### config.mk
export PLATFORM = sky130hd
export DESIGN_NAME = joy_dir_filter
export DESIGN_NICKNAME = d
export VERILOG_FILES = /design/src/rtl/joy_dir_pkg.sv /design/src/rtl/joy_dir_filter_chan.sv /design/src/rtl/joy_dir_filter.sv
export SDC_FILE = /design/constraint.sdc
export NUM_CORES = 1
export LEC_CHECK = 0
export ABC_AREA = 0
export BUFFER_PORTS_ARGS = -buffer_cell sky130_fd_sc_hd__buf_2
export CORE_AREA = 4 4 93 95
export DETAILED_ROUTE_END_ITERATION = 8
export DIE_AREA = 0 0 97 99
export GPL_ROUTABILITY_DRIVEN = 1
export PLACE_DENSITY = 0.87
export SLEW_MARGIN = 20
export SYNTH_ARGS = -nofsm -noshare
export SYNTH_HDL_FRONTEND = slang
export SYNTH_SLANG_ARGS = --single-unit
### constraint.sdc
create_clock -name clk_sys -period 3.3 [get_ports clk_sys]
set_input_delay 0.66 -clock clk_sys [delete_from_list [all_inputs] [get_ports clk_sys]]
set_output_delay 0.66 -clock clk_sys [all_outputs]
set_load 0.02 [all_outputs]
### src/rtl/joy_dir_pkg.sv
// ---------------------------------------------------------------------------
// joy_dir_pkg
// Shared types and helpers for the joystick direction filter.
//   mode_e     : restriction mode (raw, SOCD-neutral, 4-way last, 4-way first)
//   rotate_e   : cabinet rotation (none, CW, 180, CCW)
//   DIR_*      : bit positions inside a player's {up,down,left,right} nibble
//   rotate_dir : remaps a direction nibble for a rotated cabinet
//   onehot_hi  : one-hot of the highest set bit (up > down > left > right)
//   socd_neutral : cancels opposing directions, keeps diagonals
// ---------------------------------------------------------------------------
package joy_dir_pkg;

    typedef enum logic [1:0] {
        MODE_RAW   = 2'd0,
        MODE_SOCD  = 2'd1,
        MODE_LAST  = 2'd2,
        MODE_FIRST = 2'd3
    } mode_e;

    typedef enum logic [1:0] {
        ROT_NONE = 2'd0,
        ROT_CW   = 2'd1,
        ROT_180  = 2'd2,
        ROT_CCW  = 2'd3
    } rotate_e;

    localparam int DIR_UP = 3;
    localparam int DIR_DN = 2;
    localparam int DIR_LT = 1;
    localparam int DIR_RT = 0;

    function automatic logic [3:0] rotate_dir(input logic [3:0] d, input rotate_e rot);
        logic [3:0] r;
        r = d;
        case (rot)
            ROT_CW: begin
                r[DIR_RT] = d[DIR_UP];
                r[DIR_DN] = d[DIR_RT];
                r[DIR_LT] = d[DIR_DN];
                r[DIR_UP] = d[DIR_LT];
            end
            ROT_180: begin
                r[DIR_DN] = d[DIR_UP];
                r[DIR_UP] = d[DIR_DN];
                r[DIR_RT] = d[DIR_LT];
                r[DIR_LT] = d[DIR_RT];
            end
            ROT_CCW: begin
                r[DIR_LT] = d[DIR_UP];
                r[DIR_DN] = d[DIR_LT];
                r[DIR_RT] = d[DIR_DN];
                r[DIR_UP] = d[DIR_RT];
            end
            default: r = d;
        endcase
        return r;
    endfunction

    function automatic logic [3:0] onehot_hi(input logic [3:0] v);
        logic [3:0] r;
        r = 4'b0000;
        if (v[DIR_UP])      r[DIR_UP] = 1'b1;
        else if (v[DIR_DN]) r[DIR_DN] = 1'b1;
        else if (v[DIR_LT]) r[DIR_LT] = 1'b1;
        else if (v[DIR_RT]) r[DIR_RT] = 1'b1;
        return r;
    endfunction

    function automatic logic [3:0] socd_neutral(input logic [3:0] d);
        logic [3:0] r;
        r = d;
        if (d[DIR_UP] && d[DIR_DN]) begin
            r[DIR_UP] = 1'b0;
            r[DIR_DN] = 1'b0;
        end
        if (d[DIR_LT] && d[DIR_RT]) begin
            r[DIR_LT] = 1'b0;
            r[DIR_RT] = 1'b0;
        end
        return r;
    endfunction

endpackage

### src/rtl/joy_dir_filter_chan.sv
// ---------------------------------------------------------------------------
// joy_dir_chan
// One player's direction path: 2-flop synchroniser, per-bit debounce,
// restriction mask, rotation and registered output.
// Optional autofire (macro JOY_DIR_FILTER_AUTOFIRE_EN) adds a fire bit that
// shares the sync/debounce path and a half-period toggle counter.
// Ports:
//   i_clk_sys, i_reset : clock, async active-high reset
//   i_ce               : debounce/autofire time-base tick
//   i_mode, i_rotate   : restriction mode and rotation select
//   i_dir              : raw {up,down,left,right}
//   o_dir, o_valid     : filtered direction, 1-cycle change pulse
//   i_fire, i_af_en, o_fire : autofire build only
// ---------------------------------------------------------------------------
module joy_dir_chan
    import joy_dir_pkg::*;
#(
    parameter int DEBOUNCE_W = 4
`ifdef JOY_DIR_FILTER_AUTOFIRE_EN
    ,
    parameter int AF_W = 4
`endif
) (
    input  logic       i_clk_sys,
    input  logic       i_reset,
    input  logic       i_ce,
    input  logic [1:0] i_mode,
    input  logic [1:0] i_rotate,
    input  logic [3:0] i_dir,
`ifdef JOY_DIR_FILTER_AUTOFIRE_EN
    input  logic       i_fire,
    input  logic       i_af_en,
    output logic       o_fire,
`endif
    output logic [3:0] o_dir,
    output logic       o_valid
);

`ifdef JOY_DIR_FILTER_AUTOFIRE_EN
    localparam int NB = 5;
`else
    localparam int NB = 4;
`endif

    // Last count before all-ones: the tick that would reach all-ones commits.
    localparam logic [DEBOUNCE_W-1:0] CNT_LAST = DEBOUNCE_W'((1 << DEBOUNCE_W) - 2);

    logic [NB-1:0]         w_raw;
    logic [NB-1:0]         r_sync1;
    logic [NB-1:0]         r_sync2;
    logic [NB-1:0]         r_stable;
    logic [NB-1:0]         r_stable_d;
    logic [DEBOUNCE_W-1:0] r_cnt [NB];

    logic [3:0] r_mask;
    logic [1:0] r_mode_d;
    logic [3:0] r_dir_out;
    logic       r_valid;

    logic [3:0] w_st;
    logic [3:0] w_new;
    logic       w_mode_chg;
    logic [3:0] w_mask_next;
    logic [3:0] w_filt;
    logic [3:0] w_rot;

`ifdef JOY_DIR_FILTER_AUTOFIRE_EN
    assign w_raw = {i_fire, i_dir};
`else
    assign w_raw = i_dir;
`endif

    // NOTE: all state updates use <= so every flop samples pre-edge values.
    always_ff @(posedge i_clk_sys or posedge i_reset) begin
        if (i_reset) begin
            r_sync1    <= '0;
            r_sync2    <= '0;
            r_stable   <= '0;
            r_stable_d <= '0;
            // NOTE: counter array is a handful of flops, so it is reset like any register.
            for (int b = 0; b < NB; b++) begin
                r_cnt[b] <= '0;
            end
        end else begin
            r_sync1    <= w_raw;
            r_sync2    <= r_sync1;
            r_stable_d <= r_stable;
            for (int b = 0; b < NB; b++) begin
                if (r_sync2[b] == r_stable[b]) begin
                    r_cnt[b] <= '0;
                end else if (i_ce) begin
                    if (r_cnt[b] == CNT_LAST) begin
                        r_stable[b] <= r_sync2[b];
                        r_cnt[b]    <= '0;
                    end else begin
                        r_cnt[b] <= r_cnt[b] + 1'b1;
                    end
                end
            end
        end
    end

    assign w_st       = r_stable[3:0];
    assign w_new      = r_stable[3:0] & ~r_stable_d[3:0];
    assign w_mode_chg = (i_mode != r_mode_d);

    // Output is gated by the next mask so a press from neutral never shows
    // more than one bit in the 4-way modes.
    always_comb begin
        // NOTE: defaults first so no path leaves a signal unassigned (no latches).
        w_mask_next = 4'b1111;
        w_filt      = w_st;
        case (mode_e'(i_mode))
            MODE_LAST: begin
                if (|w_new)                    w_mask_next = onehot_hi(w_new);
                else if ((w_st & r_mask) == '0) w_mask_next = 4'b1111;
                else                           w_mask_next = r_mask;
            end
            MODE_FIRST: begin
                if (r_mask == 4'b1111)          w_mask_next = (w_st != '0) ? onehot_hi(w_st) : 4'b1111;
                else if ((w_st & r_mask) == '0) w_mask_next = 4'b1111;
                else                           w_mask_next = r_mask;
            end
            default: w_mask_next = 4'b1111;
        endcase
        if (w_mode_chg) w_mask_next = 4'b1111;
        case (mode_e'(i_mode))
            MODE_RAW:  w_filt = w_st;
            MODE_SOCD: w_filt = socd_neutral(w_st);
            default:   w_filt = w_st & w_mask_next;
        endcase
    end

    assign w_rot = rotate_dir(w_filt, rotate_e'(i_rotate));

    always_ff @(posedge i_clk_sys or posedge i_reset) begin
        if (i_reset) begin
            r_mask    <= 4'b1111;
            r_mode_d  <= '0;
            r_dir_out <= '0;
            r_valid   <= 1'b0;
        end else begin
            r_mask    <= w_mask_next;
            r_mode_d  <= i_mode;
            r_dir_out <= w_rot;
            r_valid   <= (w_rot != r_dir_out);
        end
    end

    assign o_dir   = r_dir_out;
    assign o_valid = r_valid;

`ifdef JOY_DIR_FILTER_AUTOFIRE_EN
    logic            w_fire_st;
    logic            w_fire_new;
    logic [AF_W-1:0] r_af_cnt;
    logic            r_fire_out;

    assign w_fire_st  = r_stable[4];
    assign w_fire_new = r_stable[4] & ~r_stable_d[4];

    // Toggle every 2^AF_W ticks while held; the press edge restarts high.
    always_ff @(posedge i_clk_sys or posedge i_reset) begin
        if (i_reset) begin
            r_af_cnt   <= '0;
            r_fire_out <= 1'b0;
        end else if (!i_af_en) begin
            r_af_cnt   <= '0;
            r_fire_out <= w_fire_st;
        end else if (!w_fire_st) begin
            r_af_cnt   <= '0;
            r_fire_out <= 1'b0;
        end else if (w_fire_new) begin
            r_af_cnt   <= '0;
            r_fire_out <= 1'b1;
        end else if (i_ce) begin
            if (r_af_cnt == '1) begin
                r_af_cnt   <= '0;
                r_fire_out <= ~r_fire_out;
            end else begin
                r_af_cnt <= r_af_cnt + 1'b1;
            end
        end
    end

    assign o_fire = r_fire_out;
`endif

endmodule

### src/rtl/joy_dir_filter.sv
// ---------------------------------------------------------------------------
// joy_dir_filter
// Per-player joystick direction conditioning between the joystick mux and
// the core input bytes. One joy_dir_chan per player; buses packed 4 bits
// per player as {up,down,left,right}.
// Optional feature macro: JOY_DIR_FILTER_AUTOFIRE_EN (adds fire_in, af_en,
// fire_out and the autofire counters).
// Ports:
//   clk_sys, reset : system clock, async active-high reset
//   ce             : debounce/autofire tick
//   mode, rotate   : restriction mode and rotation for all players
//   dir_in         : raw directions, 4*NUM_PLAYERS
//   dir_out        : filtered directions, registered
//   dir_valid      : per-player 1-cycle pulse on dir_out change
// ---------------------------------------------------------------------------
module joy_dir_filter
    import joy_dir_pkg::*;
#(
    parameter int NUM_PLAYERS = 2,
    parameter int DEBOUNCE_W  = 4,
    parameter int AF_W        = 4
) (
    input  logic                     clk_sys,
    input  logic                     reset,
    input  logic                     ce,
    input  logic [1:0]               mode,
    input  logic [1:0]               rotate,
    input  logic [4*NUM_PLAYERS-1:0] dir_in,
`ifdef JOY_DIR_FILTER_AUTOFIRE_EN
    input  logic [NUM_PLAYERS-1:0]   fire_in,
    input  logic [NUM_PLAYERS-1:0]   af_en,
    output logic [NUM_PLAYERS-1:0]   fire_out,
`endif
    output logic [4*NUM_PLAYERS-1:0] dir_out,
    output logic [NUM_PLAYERS-1:0]   dir_valid
);

    for (genvar p = 0; p < NUM_PLAYERS; p++) begin : g_player
        joy_dir_chan #(
            .DEBOUNCE_W(DEBOUNCE_W)
`ifdef JOY_DIR_FILTER_AUTOFIRE_EN
            ,
            .AF_W(AF_W)
`endif
        ) u_chan (
            .i_clk_sys(clk_sys),
            .i_reset  (reset),
            .i_ce     (ce),
            .i_mode   (mode),
            .i_rotate (rotate),
            .i_dir    (dir_in[4*p +: 4]),
`ifdef JOY_DIR_FILTER_AUTOFIRE_EN
            .i_fire   (fire_in[p]),
            .i_af_en  (af_en[p]),
            .o_fire   (fire_out[p]),
`endif
            .o_dir    (dir_out[4*p +: 4]),
            .o_valid  (dir_valid[p])
        );
    end

`ifndef JOY_DIR_FILTER_AUTOFIRE_EN
    // Autofire is compiled out; AF_W stays so overrides work in both builds.
    if (AF_W < 1) begin : g_af_w_unused
    end
`endif

endmodule

* Yosys cells after proc, flatten, opt, wreduce, memory -nomap -nowiden
Cells that the tools add are included.
** Operators by class
- Divide/modulo/power cells :: 0
- Reductions and logical operators :: 27
- Mux-type cells :: 72
- Shift operators :: 0
- Multiply operators :: 0
- $add $sub $neg :: 8
- Bitwise logic cells :: 16
- Equality and inequality tests :: 27
- Order comparisons :: 0
** Operators with widths (number)
- two-way mux 4 bit :: 34
- equality test 4 bit (second input constant) :: 10
- adder 4 x 1 -> 4 bit (second input constant) :: 8
- case mux 4 bit (2 select lines) :: 4
- bitwise AND 4 bit :: 6
- case mux 4 bit (3 select lines) :: 2
- AND reduction 3 bit :: 8
- two-way mux 1 bit :: 20
- two-way mux 2 bit :: 8
- nonzero test 2 bit :: 8
- two-way mux 3 bit :: 4
- equality test 1 bit :: 8
- equality test 2 bit (second input constant) :: 4
- logical NOT 4 bit :: 2
- != test 4 bit :: 2
- inverter 1 bit :: 8
- inverter 4 bit :: 2
- nonzero test 4 bit :: 2
- OR reduction 4 bit :: 2
- equality test 2 x 1 -> 1 bit (second input constant) :: 2
- logical AND 1 bit :: 4
- logical NOT 2 bit :: 1
- != test 2 bit :: 1
** Storage, ports and cells
- Flip-flop bits (word level) :: 84
- Logic and storage cells :: 179
- Bits of input ports :: 15
- Output and inout port bits :: 10
- Memories :: 0
- Memory bits (writable) :: 0
- Memory bits (read-only) :: 0
- Latch bits :: 0

* Logic depth before layout (Yosys ltp)
Gate-level depths: netlist (run 1).
- Depth in word-level cells :: 13
- Depth in mapped cells :: 10
- Gate-level depth less buffers :: 8

* By module
From an unflattened synthesis (run 1), not the netlist that was laid out.
** Second synthesis, totals
- Cells, all modules :: 439
- Area total of the unflattened synthesis :: 4411.7 um^2
** Modules (own cells, without submodules)
- joy_dir_chan at g_player[0].u_chan :: seq. area each 1081.0 um^2, instances 1, area each 2224.6 um^2, cells each 217
- joy_dir_chan at g_player[1].u_chan :: seq. area each 1081.0 um^2, instances 1, area each 2187.1 um^2, cells each 222

* Worst setup path after synthesis (run 1)
OpenSTA, ideal clock, no wires.
- Kind :: in2reg
- Start point :: in mode[0]
- End point :: reg g_player[0].u_chan.r_valid
- Data required time :: 3.168 ns
- Setup slack :: 0.567 ns
- Data arrival time :: 2.601 ns
- Buffers on the path :: 1
- Stages :: 8
- Library setup time :: 0.132 ns
- Path through :: buf_2 nand4bb_4 o21a_1 o311ai_1 o32ai_2 or4_1 nand4_1 o31ai_1
** On the way
- Word-level cells in the longest chain between the ends :: 7
- Elaborated cells between the ends (all ways) :: 11
- Those cells by class :: eq/ne (5); mux (4); bitwise (1); reduce/logical (1)
** RTL lines
- start, declared :: line joy_dir_filter.sv:26 : input logic [1:0] mode,
- equality test 2 bit :: line joy_dir_filter_chan.sv:113 : case (mode_e'(i_mode))
- case mux 4 bit (2 select lines) :: line joy_dir_filter_chan.sv:113
- two-way mux 4 bit :: line joy_dir_filter_chan.sv:126 : if (w_mode_chg) w_mask_next = 4'b1111;
- bitwise AND 4 bit :: line joy_dir_filter_chan.sv:130 : default: w_filt = w_st & w_mask_next;
- case mux 4 bit (2 select lines) (*) :: line joy_dir_filter_chan.sv:127 : case (mode_e'(i_mode))
- case mux 4 bit (3 select lines) (*) :: line joy_dir_pkg.sv:35 : case (rot)
- != test 4 bit (*) :: line joy_dir_filter_chan.sv:146 : r_valid <= (w_rot != r_dir_out);
- end signal, assigned :: line joy_dir_filter_chan.sv:146
- end, declared :: line joy_dir_filter_chan.sv:58 : logic r_valid;
Every way passes the cells marked *; elsewhere a longest branch is shown, timed or not.
A chain may end at the register's enable or synchronous reset.

* Worst setup path in the final report (run 1)
- Start point :: reg g_player[0].u_chan.r_stable[0]
- End point :: reg g_player[0].u_chan.r_valid
** On the way
- Word-level cells in the longest chain between the ends :: 12
- Elaborated cells between the ends (all ways) :: 25
- Those cells by class :: eq/ne (1); mux (17); bitwise (3); reduce/logical (4)
** RTL lines
- start, declared :: line joy_dir_filter_chan.sv:51 : logic [NB-1:0] r_stable;
- start signal, assigned by index :: line joy_dir_filter_chan.sv:93 : r_stable[b] <= r_sync2[b];
- two-way mux 1 bit or bitwise AND 4 bit (tied branches) :: line joy_dir_pkg.sv:65, joy_dir_filter_chan.sv:104
- two-way mux 1 bit, on equally long branches :: line joy_dir_pkg.sv:64, joy_dir_pkg.sv:65
- two-way mux 2 bit or two-way mux 1 bit (tied branches) :: line joy_dir_pkg.sv:63, joy_dir_pkg.sv:64
- two-way mux 3 bit or two-way mux 2 bit (tied branches) :: line joy_dir_pkg.sv:62, joy_dir_pkg.sv:63
- two-way mux 4 bit or two-way mux 3 bit (tied branches) :: line joy_dir_filter_chan.sv:120, joy_dir_pkg.sv:62
- two-way mux 4 bit, on equally long branches :: line joy_dir_filter_chan.sv:120, joy_dir_filter_chan.sv:115
- case mux 4 bit (2 select lines) :: line joy_dir_filter_chan.sv:113
- two-way mux 4 bit :: line joy_dir_filter_chan.sv:126
- bitwise AND 4 bit :: line joy_dir_filter_chan.sv:130
- case mux 4 bit (2 select lines) (*) :: line joy_dir_filter_chan.sv:127
- case mux 4 bit (3 select lines) (*) :: line joy_dir_pkg.sv:35
- != test 4 bit (*) :: line joy_dir_filter_chan.sv:146
Marked as above.

==> flow_metrics.tcl, run 1 <==
set metrics [dict create \
    antenna_cells 0 \
    antenna_found_initial 0 \
    fin_cells 575 \
    critPathKind "register to register" \
    fin_tns_setup_ns 0 \
    drt-initial-drc-count 193 \
    grt_pass1_vias 3473 \
    cts_buffers 9 \
    layout.cells.most_common "dfrtp_1" \
    crit_arrival_ns 3.15 \
    slew-limit-headroom_pct 38.5 \
    crit_chain "a222oi_1, a21boi_2, o311ai_1, buf_4, o32ai_2, nor4bb_1, mux2i_1, nand4_1, o31ai_1" \
    endpoint_kind "register" \
    start_util_pct 58.5 \
    required_ns 3.54 \
    ant_nets 0 \
    dp_cells 559 \
    synth_flop_cell "dfrtp_1" \
    yosysWarnings 0 \
    yosysTopAreaCell "dfrtp_1" \
    report.final.hold_viol_count 0 \
    syn_to_final_growth_pct 8.45 \
    min_period_over_period_pct 88.1 \
    chipHeight_um 99 \
    postCtsSetupBuffers 0 \
    critPathTopFamily "compound AO/OA/AOI/OAI gates" \
    worst_pin_slew_ns 0.923 \
    synth-edff-count 0 \
    syn_area_per_cell_um2 10.0 \
    slowest_delay_ns 0.53 \
    status "complete, no violations" \
    leakagePower_nw 2.10 \
    layout-drive-gt1-share_pct 16.1 \
    clk_pin_slew_worst_paths_ns 0.09 \
    finalNetCount 499 \
    syn-instance-count 450 \
    vias 3544 \
    clock_latency_ns 0.36 \
    critPathMaxFanout 11 \
    cts_tree "yes" \
    finalMaxSlewViolations 0 \
    seq_area_frac_synth_pct 46.7 \
    period_needed_ns 2.91 \
    num_io_pins 25 \
    hpwlAfterDp_um 6400 \
    synth_area_leaders "dfrtp_1, dfstp_2, ha_1" \
    synth_top_area_share_pct 42.1 \
    fmax_mhz 344 \
    final_util_pct 63.4 \
    gr-usage-all-layers_pct 20.3 \
    fp.dieW_um 97 \
    core-area_um2 7730 \
    cts.sinks 84 \
    grt-ovfl-total 0 \
    min-delay-path-class "register to register" \
    p_per_area_nw_per_um2 416 \
    vias_per_cell 6.16 \
    die_area_um2 9600 \
    post_drt_wl_per_cell_um 16.3 \
    cp_num_buf_inv 1 \
    layout_common_cells "dfrtp_1, nand2_1, o21ai_0, a21oi_1" \
    grt_pass1_wl_um 16100 \
    peakVddDrop_v 0.000224 \
    clock-root-buffer "clkbuf_8" \
    crit_slowest_cell "dfrtp_1" \
    synth_cell_types 67 \
    cts_resized 0 \
    finalSetupViolCount 0 \
    maxCapViolCount 0 \
    rsz0062_at_grt "false" \
    start_kind "register" \
    routed_wl_um 9360 \
    synth_fp_nets 481 \
    cts_max_path_buffers 2 \
    grt_max_degree 55 \
    drt_drc_violations_left 0 \
    ys_ff_latch 84 \
    gp_congestion 0.894 \
    synthesis.area_um2 4520 \
    port_buffers 24 \
    ctsHoldBuffers 0 \
    drt_pass1_iterations 4 \
    fin_skew_ns 0.00857 \
    htreeDepth 3 \
    rows 32 \
    async_flop_share_pct 100 \
]
-- worst paths after layout --
kind	startpoint	end	slack [ns]	cells past startpoint
worst min register to register	g_player[1].u_chan.r_sync1[2]	g_player[1].u_chan.r_sync2[2]	0.36	0
worst min-delay path	g_player[1].u_chan.r_sync1[2]	g_player[1].u_chan.r_sync2[2]	0.36	0
min in group asynchronous	reset	g_player[1].u_chan.r_cnt[6]	0.46	2
worst max register to register	g_player[0].u_chan.r_stable[0]	g_player[0].u_chan.o_valid	0.39	9
max in group asynchronous	reset	g_player[0].u_chan.r_sync1[1]	2.17	3
worst max-delay path	g_player[0].u_chan.r_stable[0]	g_player[0].u_chan.o_valid	0.39	9
-- worst reg2reg max path: cells and delay by family (launching register included) --
kind                   cells  cell delay [ns]
flip-flops                 1             0.53
AND/OR/NAND/NOR            2             0.53
AO/OA/AOI/OAI              5             1.38
multiplexers               1             0.16
buffers and inverters      1             0.19
-- through the flow --
| step | instance area (um^2) | total power, W | hold slack (ns) | worst slack [ns] |
|---|---|---|---|---|
| 5_1_grt | 4900 | 0.00214 | 0.362 | 0.167 |
| 3_3_place_gp | 4690 | 0.00128 | 0.333 | 0.592 |
| 3_5_place_dp | 4690 | 0.00129 | 0.338 | 0.350 |
| 6_report | 4900 | 0.00204 | 0.356 | 0.392 |
| 2_1_floorplan | 4520 | 0.00124 | 0.331 | 0.488 |
| 4_1_cts | 4900 | 0.00205 | 0.357 | 0.409 |
-- sequential cells by signal (all words and copies together) (netlist names) --
signal,cells
g_player.u_chan.r_stable_d,8
g_player.u_chan.r_sync2,8
g_player.u_chan.o_dir,8
g_player.u_chan.r_sync1,8
g_player.u_chan.r_mask,8
g_player.u_chan.o_valid,2
g_player.u_chan.r_stable,8
g_player.u_chan.r_cnt,32
g_player.u_chan.r_mode_d,2
-- per-layer routing --
metal	track usage, %	vias to the layer above	wire length (um)
li1	-	1704	-
met1	25.9	1716	4160
met2	33.8	94	4530
met3	4.18	30	399
met4	8.86	0	276
met5	0	-	0
-- logic make-up (layout without fill, tap and decap cells) --
logic type               count (synthesis)  count (layout)  share of synthesized area (%)
buffers and inverters                   36              59                           3.66
adder cells (fa/ha/maj)                 16              16                           4.43
XOR/XNOR                                10              10                           1.94
AO/OA/AOI/OAI                          112             112                           17.1
flip-flops                              84              84                           46.7
AND/OR/NAND/NOR                        175             175                           22.1
multiplexers                            17              17                           4.02
-- area by class of cell --
cell class,instances,area (um^2)
tap,102,128
clock inverter,6,68.8
clock buffer,10,138
fill,613,2830
multi-input combinational,330,2240
sequential,84,2110
timing repair buffer,26,148
inverter,17,65.1
-- where the power goes --
group	internal (W)	switching, W	total (W)
Clock	0.000376	0.000389	0.000765
Sequential	0.00107	0.0000387	0.00110
Combinational	0.0000605	0.000108	0.000168
Total	0.00150	0.000536	0.00204
-- cell usage after synthesis (8+ instances only) --
cell type	count
dfrtp_1	76
nand2_1	37
o21ai_0	34
a21oi_1	27
nand3_1	26
nor2_1	26
inv_1	17
ha_1	16
nand4_1	14
nor2b_1	12
o31ai_1	10
clkbuf_1	9
mux2_2	9
nor3_1	9
and2_1	8
dfstp_2	8
mux2i_1	8
(Power assumes the default switching activity.)
==> run 2, diff against run 1 <==
--- a/config.mk
+++ b/config.mk
@@ -7,12 +7,13 @@
 export LEC_CHECK = 0
 export ABC_AREA = 0
 export BUFFER_PORTS_ARGS = -buffer_cell sky130_fd_sc_hd__buf_2
-export CORE_AREA = 4 4 93 95
+export CORE_AREA = 4 4 95 97
 export DETAILED_ROUTE_END_ITERATION = 8
-export DIE_AREA = 0 0 97 99
+export DIE_AREA = 0 0 99 101
 export GPL_ROUTABILITY_DRIVEN = 1
-export PLACE_DENSITY = 0.87
+export PLACE_DENSITY = 0.86
 export SLEW_MARGIN = 20
 export SYNTH_ARGS = -nofsm -noshare
 export SYNTH_HDL_FRONTEND = slang
+export SYNTH_HIERARCHICAL = 1
 export SYNTH_SLANG_ARGS = --single-unit
==> constraint.sdc (replaced) <==
create_clock -name clk_sys -period 2.55 [get_ports clk_sys]
set_input_delay 0.51 -clock clk_sys [delete_from_list [all_inputs] [get_ports clk_sys]]
set_output_delay 0.51 -clock clk_sys [all_outputs]
set_load 0.02 [all_outputs]
==> flow_metrics.tcl, run 2 <==
set metrics [dict create \
    cts.sinks 86 \
    synth_top_area_share_pct 44.2 \
    fin_total_pwr_w 0.00255 \
    drt-initial-drc-count 180 \
    min_period_over_period_pct 97.2 \
    port_buffers 24 \
    syn_to_final_growth_pct 10.5 \
    start_util_pct 54.2 \
    grt-ovfl-total 0 \
    ant_nets 0 \
    rsz0062_at_grt "false" \
    finalSetupViolCount 0 \
    fmax_mhz 404 \
    synth_area_leaders "dfrtp_1, o21ai_0, dfstp_2" \
    rows 33 \
    yosysWarnings 6 \
    clock-root-buffer "clkbuf_8" \
    vias 3466 \
    async_flop_share_pct 100 \
    antenna_cells 0 \
    hold_depth 1 \
    slowest_delay_ns 0.55 \
    finalMaxSlewViolations 0 \
    finalNetCount 508 \
    crit_slowest_cell "dfstp_2" \
    layout.cells.most_common "dfrtp_1" \
    layout_common_cells "dfrtp_1, o21ai_0, nand2_1, nor2_1, nand3_1" \
    grt_pass1_wl_um 15100 \
    start_kind "register" \
    synth_cell_types 62 \
    peakVddDrop_v 0.000253 \
    yosysTopAreaCell "dfrtp_1" \
    hpwlAfterDp_um 6260 \
    ys_ff_latch 86 \
    gp_congestion 0.951 \
    num-fill-cells 664 \
    whs_endpoint "g_player[1].u_chan/r_sync1[1]" \
    leakagePower_nw 2.15 \
    syn_area_per_cell_um2 10.0 \
    core-area_um2 8130 \
    crit_chain "a22oi_1, and3_1, o22a_1, o2111a_1, or3_1, a2111oi_2, o211ai_1" \
    synth_fp_nets 470 \
    drt_drc_violations_left 0 \
    period_needed_ns 2.48 \
    rr_startpoint "g_player[1].u_chan/r_mask[3]" \
    chipHeight_um 101 \
    maxCapViolCount 0 \
    endpoint_kind "register" \
    gr-usage-all-layers_pct 18.5 \
    critPathMaxFanout 5 \
    syn-instance-count 439 \
    synth_flop_cell "dfrtp_1" \
    routed_wl_um 8910 \
    top_register "g_player.u_chan/r_cnt" \
    synthesis.area_um2 4410 \
    crit_arrival_ns 2.71 \
    r2r_cells 7 \
    drt_pass1_iterations 6 \
    synth-edff-count 0 \
    fp.dieW_um 99 \
    grt_pass1_vias 3371 \
    num_io_pins 25 \
    antenna_found_initial 0 \
    final_util_pct 59.9 \
    worst_pin_slew_ns 0.529 \
    report.final.hold_viol_count 0 \
    fin_skew_ns 0.0144 \
    hold_slack_ns 0.250 \
    synth_most_common_cell "dfrtp_1" \
    rrSetupSlack_ns 0.07 \
    clock_latency_ns 0.36 \
    cts_buffers 9 \
    critPathKind "register to register" \
    die_area_um2 10000 \
    hold_path.startpoint "dir_in[5]" \
    final_area_um2 4870 \
    min-delay-path-class "input pin to register" \
    cts_tree "yes" \
    r2r_end "g_player[1].u_chan/o_valid" \
    required_ns 2.78 \
    synth_common_cells "dfrtp_1, o21ai_0, nand2_1" \
    post_drt_wl_per_cell_um 15.2 \
    postPlaceCellArea_um2 4680 \
    largest_register_ffs 32 \
    slew-limit-headroom_pct 64.7 \
    htreeDepth 3 \
    status "complete, no violations" \
    p_per_area_nw_per_um2 523 \
    grt_max_degree 44 \
    seq_area_frac_synth_pct 49.0 \
    cts_max_path_buffers 2 \
    clk_pin_slew_worst_paths_ns 0.09 \
    vias_per_cell 5.90 \
    layout-drive-gt1-share_pct 17.8 \
]
run 2: timing repair:
action                     in CTS  in global routing
setup endpoints to repair       0                  2
buffers inserted                0                  1
hold buffers                    0                  0
resized for setup               0                  3
run 2: layout make-up:
type                            instances  area [um^2]  area share [%]
Inverter                               15         56.3            1.16
Clock inverter                          5         33.8           0.693
Tap cell                              105          131            2.70
Clock buffer                           11          141            2.90
Multi-Input combinational cell        326         2110            43.4
Timing Repair Buffer                   39          233            4.78
Sequential cell                        86         2160            44.4
run 2: worst max-delay path by stage:
stage / end / from / depth (start not counted)
after floorplan: g_player[1].u_chan/o_valid / mode[0] / 7
after global placement: g_player[1].u_chan/o_valid / mode[0] / 8
after detailed placement: g_player[1].u_chan/o_valid / mode[1] / 8
final: g_player[1].u_chan/o_valid / g_player[1].u_chan/r_mask[3] / 7
after global routing: g_player[1].u_chan/o_valid / g_player[1].u_chan/r_mask[2] / 7
after CTS: g_player[1].u_chan/o_valid / g_player[1].u_chan/r_stable[3] / 7
run 2: layer usage:
| metal | track usage, % | routed length (um) | up-vias |
|---|---|---|---|
| li1 | - | - | 1672 |
| met1 | 24.4 | 4050 | 1657 |
| met2 | 29.6 | 4240 | 123 |
| met3 | 4.64 | 475 | 14 |
| met4 | 6.83 | 144 | 0 |
| met5 | 0 | 0 | - |
run 2: cells by family (layout without fill, tap and decap cells):
family,count (synthesis),count (layout),synth area share [%]
buffers and inverters,27,70,3.20
adders and majority gates,16,16,4.54
and+or+nand+nor,172,172,20.7
AOI/OAI and AO/OA,104,104,14.9
muxes,13,13,3.49
DFF,86,86,49.0
xor gates and xnor gates,21,21,4.17
run 2: power by group:
group          switching [W]  internal [W]
clock network       0.000487      0.000381
logic               0.000141     0.0000790
registers          0.0000470       0.00141
run 2: per-stage QoR:
step / instances / setup slack, ns / setup TNS (ns)
CTS: 586 / 0.0786 / 0
floorplan: 439 / 0.264 / 0
global route: 587 / 0.0119 / 0
finish: 587 / 0.0721 / 0
global placement: 570 / 0.0395 / 0
detailed placement: 570 / -0.0465 / -0.0465
run 2: worst max-delay path, delay by kind of cell, from the launching register on:
family,cells,cell delay [ns]
AO/OA/AOI/OAI,5,1.19
AND/OR/NAND/NOR,2,0.62
flip-flops,1,0.55
==> run 3, diff against run 2 <==
--- a/config.mk
+++ b/config.mk
@@ -7,11 +7,13 @@
 export LEC_CHECK = 0
 export ABC_AREA = 0
 export BUFFER_PORTS_ARGS = -buffer_cell sky130_fd_sc_hd__buf_2
-export CORE_AREA = 4 4 95 97
+export CAP_MARGIN = 15
+export CORE_AREA = 4 4 73 126
 export DETAILED_ROUTE_END_ITERATION = 8
-export DIE_AREA = 0 0 99 101
+export DIE_AREA = 0 0 77 130
 export GPL_ROUTABILITY_DRIVEN = 1
-export PLACE_DENSITY = 0.86
+export MAX_ROUTING_LAYER = met4
+export PLACE_DENSITY = 0.85
 export SLEW_MARGIN = 20
 export SYNTH_ARGS = -nofsm -noshare
 export SYNTH_HDL_FRONTEND = slang
==> flow_metrics.tcl, run 3 (same netlist as run 2, synthesis figures left out) <==
set metrics [dict create \
    cts_max_path_buffers 2 \
    rr_startpoint "g_player[1].u_chan/r_stable[0]" \
    syn_to_final_growth_pct 14.4 \
    clock_latency_ns 0.34 \
    clk_pin_slew_worst_paths_ns 0.06 \
    htreeDepth 3 \
    postPlaceCellArea_um2 4700 \
    antenna_cells 0 \
    layout-drive-gt1-share_pct 18.6 \
    critPathMaxFanout 6 \
    vias_per_cell 6.09 \
    grt_pass1_vias 3623 \
    gr-usage-all-layers_pct 20.6 \
    fin_skew_ns 0.00600 \
    slowest_delay_ns 0.50 \
    crit_arrival_ns 2.65 \
    fp.dieW_um 77 \
    drt_drc_violations_left 0 \
    start_kind "register" \
    cts.sinks 86 \
    clock-root-buffer "clkbuf_16" \
    antenna_found_initial 0 \
    hpwlAfterDp_um 6530 \
    peakVddDrop_v 0.000603 \
    cts_buffers 9 \
    chipHeight_um 130 \
    rsz0062_at_grt "false" \
    vias 3530 \
    fin_total_pwr_w 0.00308 \
    port_buffers 24 \
    maxCapViolCount 0 \
    min_period_over_period_pct 95.3 \
    worst_pin_slew_ns 0.703 \
    finalMaxSlewViolations 0 \
    num_io_pins 25 \
    drt_pass1_iterations 6 \
    core-area_um2 8200 \
    slew-limit-headroom_pct 52.8 \
    required_ns 2.76 \
    layout_common_cells "dfrtp_1, o21ai_0, nand2_1, nor2_1, nand3_1" \
    period_needed_ns 2.43 \
    cp-startpoint "g_player[1].u_chan/r_stable[0]" \
    cts_tree "yes" \
    report.final.hold_viol_count 0 \
    endpoint_kind "register" \
    top_register "g_player.u_chan/r_cnt" \
    critPathKind "register to register" \
    die_area_um2 10000 \
    num-fill-cells 622 \
    r2r_cells 7 \
    p_per_area_nw_per_um2 610 \
    grt_pass1_wl_um 16000 \
    largest_register_ffs 32 \
    status "complete, no violations" \
    crit_slowest_cell "dfrtp_1" \
    crit_chain "nand2b_1, and4b_1, o22a_1, o2111a_1, or3_1, a2111oi_1, o211ai_1" \
    grt_max_degree 44 \
    ant_nets 0 \
    finalNetCount 514 \
    finalSetupViolCount 0 \
    fmax_mhz 411 \
    post_drt_wl_per_cell_um 16.0 \
    layout.cells.most_common "dfrtp_1" \
    drt-initial-drc-count 276 \
    leakagePower_nw 2.25 \
    ctsHoldBuffers 0 \
    rows 44 \
    routed_wl_um 9290 \
    final_area_um2 5050 \
    gp_congestion 0.974 \
    grt-ovfl-total 0 \
    start_util_pct 53.8 \
    min-delay-path-class "input pin to async pin" \
]
run 3: final timing paths:
check / end / slack [ns]
min in group clk_sys: g_player[1].u_chan/r_sync1[2] / 0.27
min reg2reg: g_player[1].u_chan/r_sync2[3] / 0.34
max: g_player[1].u_chan/o_valid / 0.12
max reg2reg: g_player[1].u_chan/o_valid / 0.12
min: g_player[1].u_chan/r_stable[1] / 0.20
max in group asynchronous: g_player[1].u_chan/r_mask[0] / 1.71
run 3: critical path, delay by kind of cell, from the launching register on:
| family | cells | cell delay [ns] |
|---|---|---|
| AO/OA/AOI/OAI | 4 | 1.04 |
| AND/OR/NAND/NOR | 3 | 0.76 |
| flip-flops | 1 | 0.50 |
run 3: final cells by class:
cell class                      count  area, um^2  area share [%]
Clock buffer                       12         246            4.88
Clock inverter                      4        70.1            1.39
Inverter                           15        56.3            1.12
Multi-Input combinational cell    326        2120            42.0
Sequential cell                    86        2160            42.8
Tap cell                           92         115            2.28
Timing Repair Buffer               45         278            5.50
run 3: what timing repair did:
action | 4_1_cts | 5_1_grt
endpoints found under the setup margin | 0 | 2
endpoints found under the hold margin | 0 | 0
gates resized for setup | 0 | 3
buffers inserted | 0 | 2
run 3: through the flow:
stage	std cells	worst slack, ns	util, %	setup TNS [ns]	hold slack [ns]
6_report	580	0.119	61.5	0	0.198
5_1_grt	580	0.0120	61.5	0	0.234
4_1_cts	578	0.0849	61.2	0	0.209
3_5_place_dp	562	-0.0427	57.4	-0.0814	0.335
3_3_place_gp	562	0.0286	57.4	0	0.332
2_1_floorplan	439	0.264	-	0	0.331
run 3: power breakdown:
group | switching, W | internal, W
combinational | 0.000143 | 0.0000800
sequential | 0.0000473 | 0.00142
clock | 0.000508 | 0.000881
run 3: per-layer routing:
layer	part of all wire [%]	wire length (um)	global-route usage (%)
met1	38	3540	20.9
met2	55	5070	36.8
met3	3.9	362	4.56
met4	3.3	306	11.1
met5	0	0	-
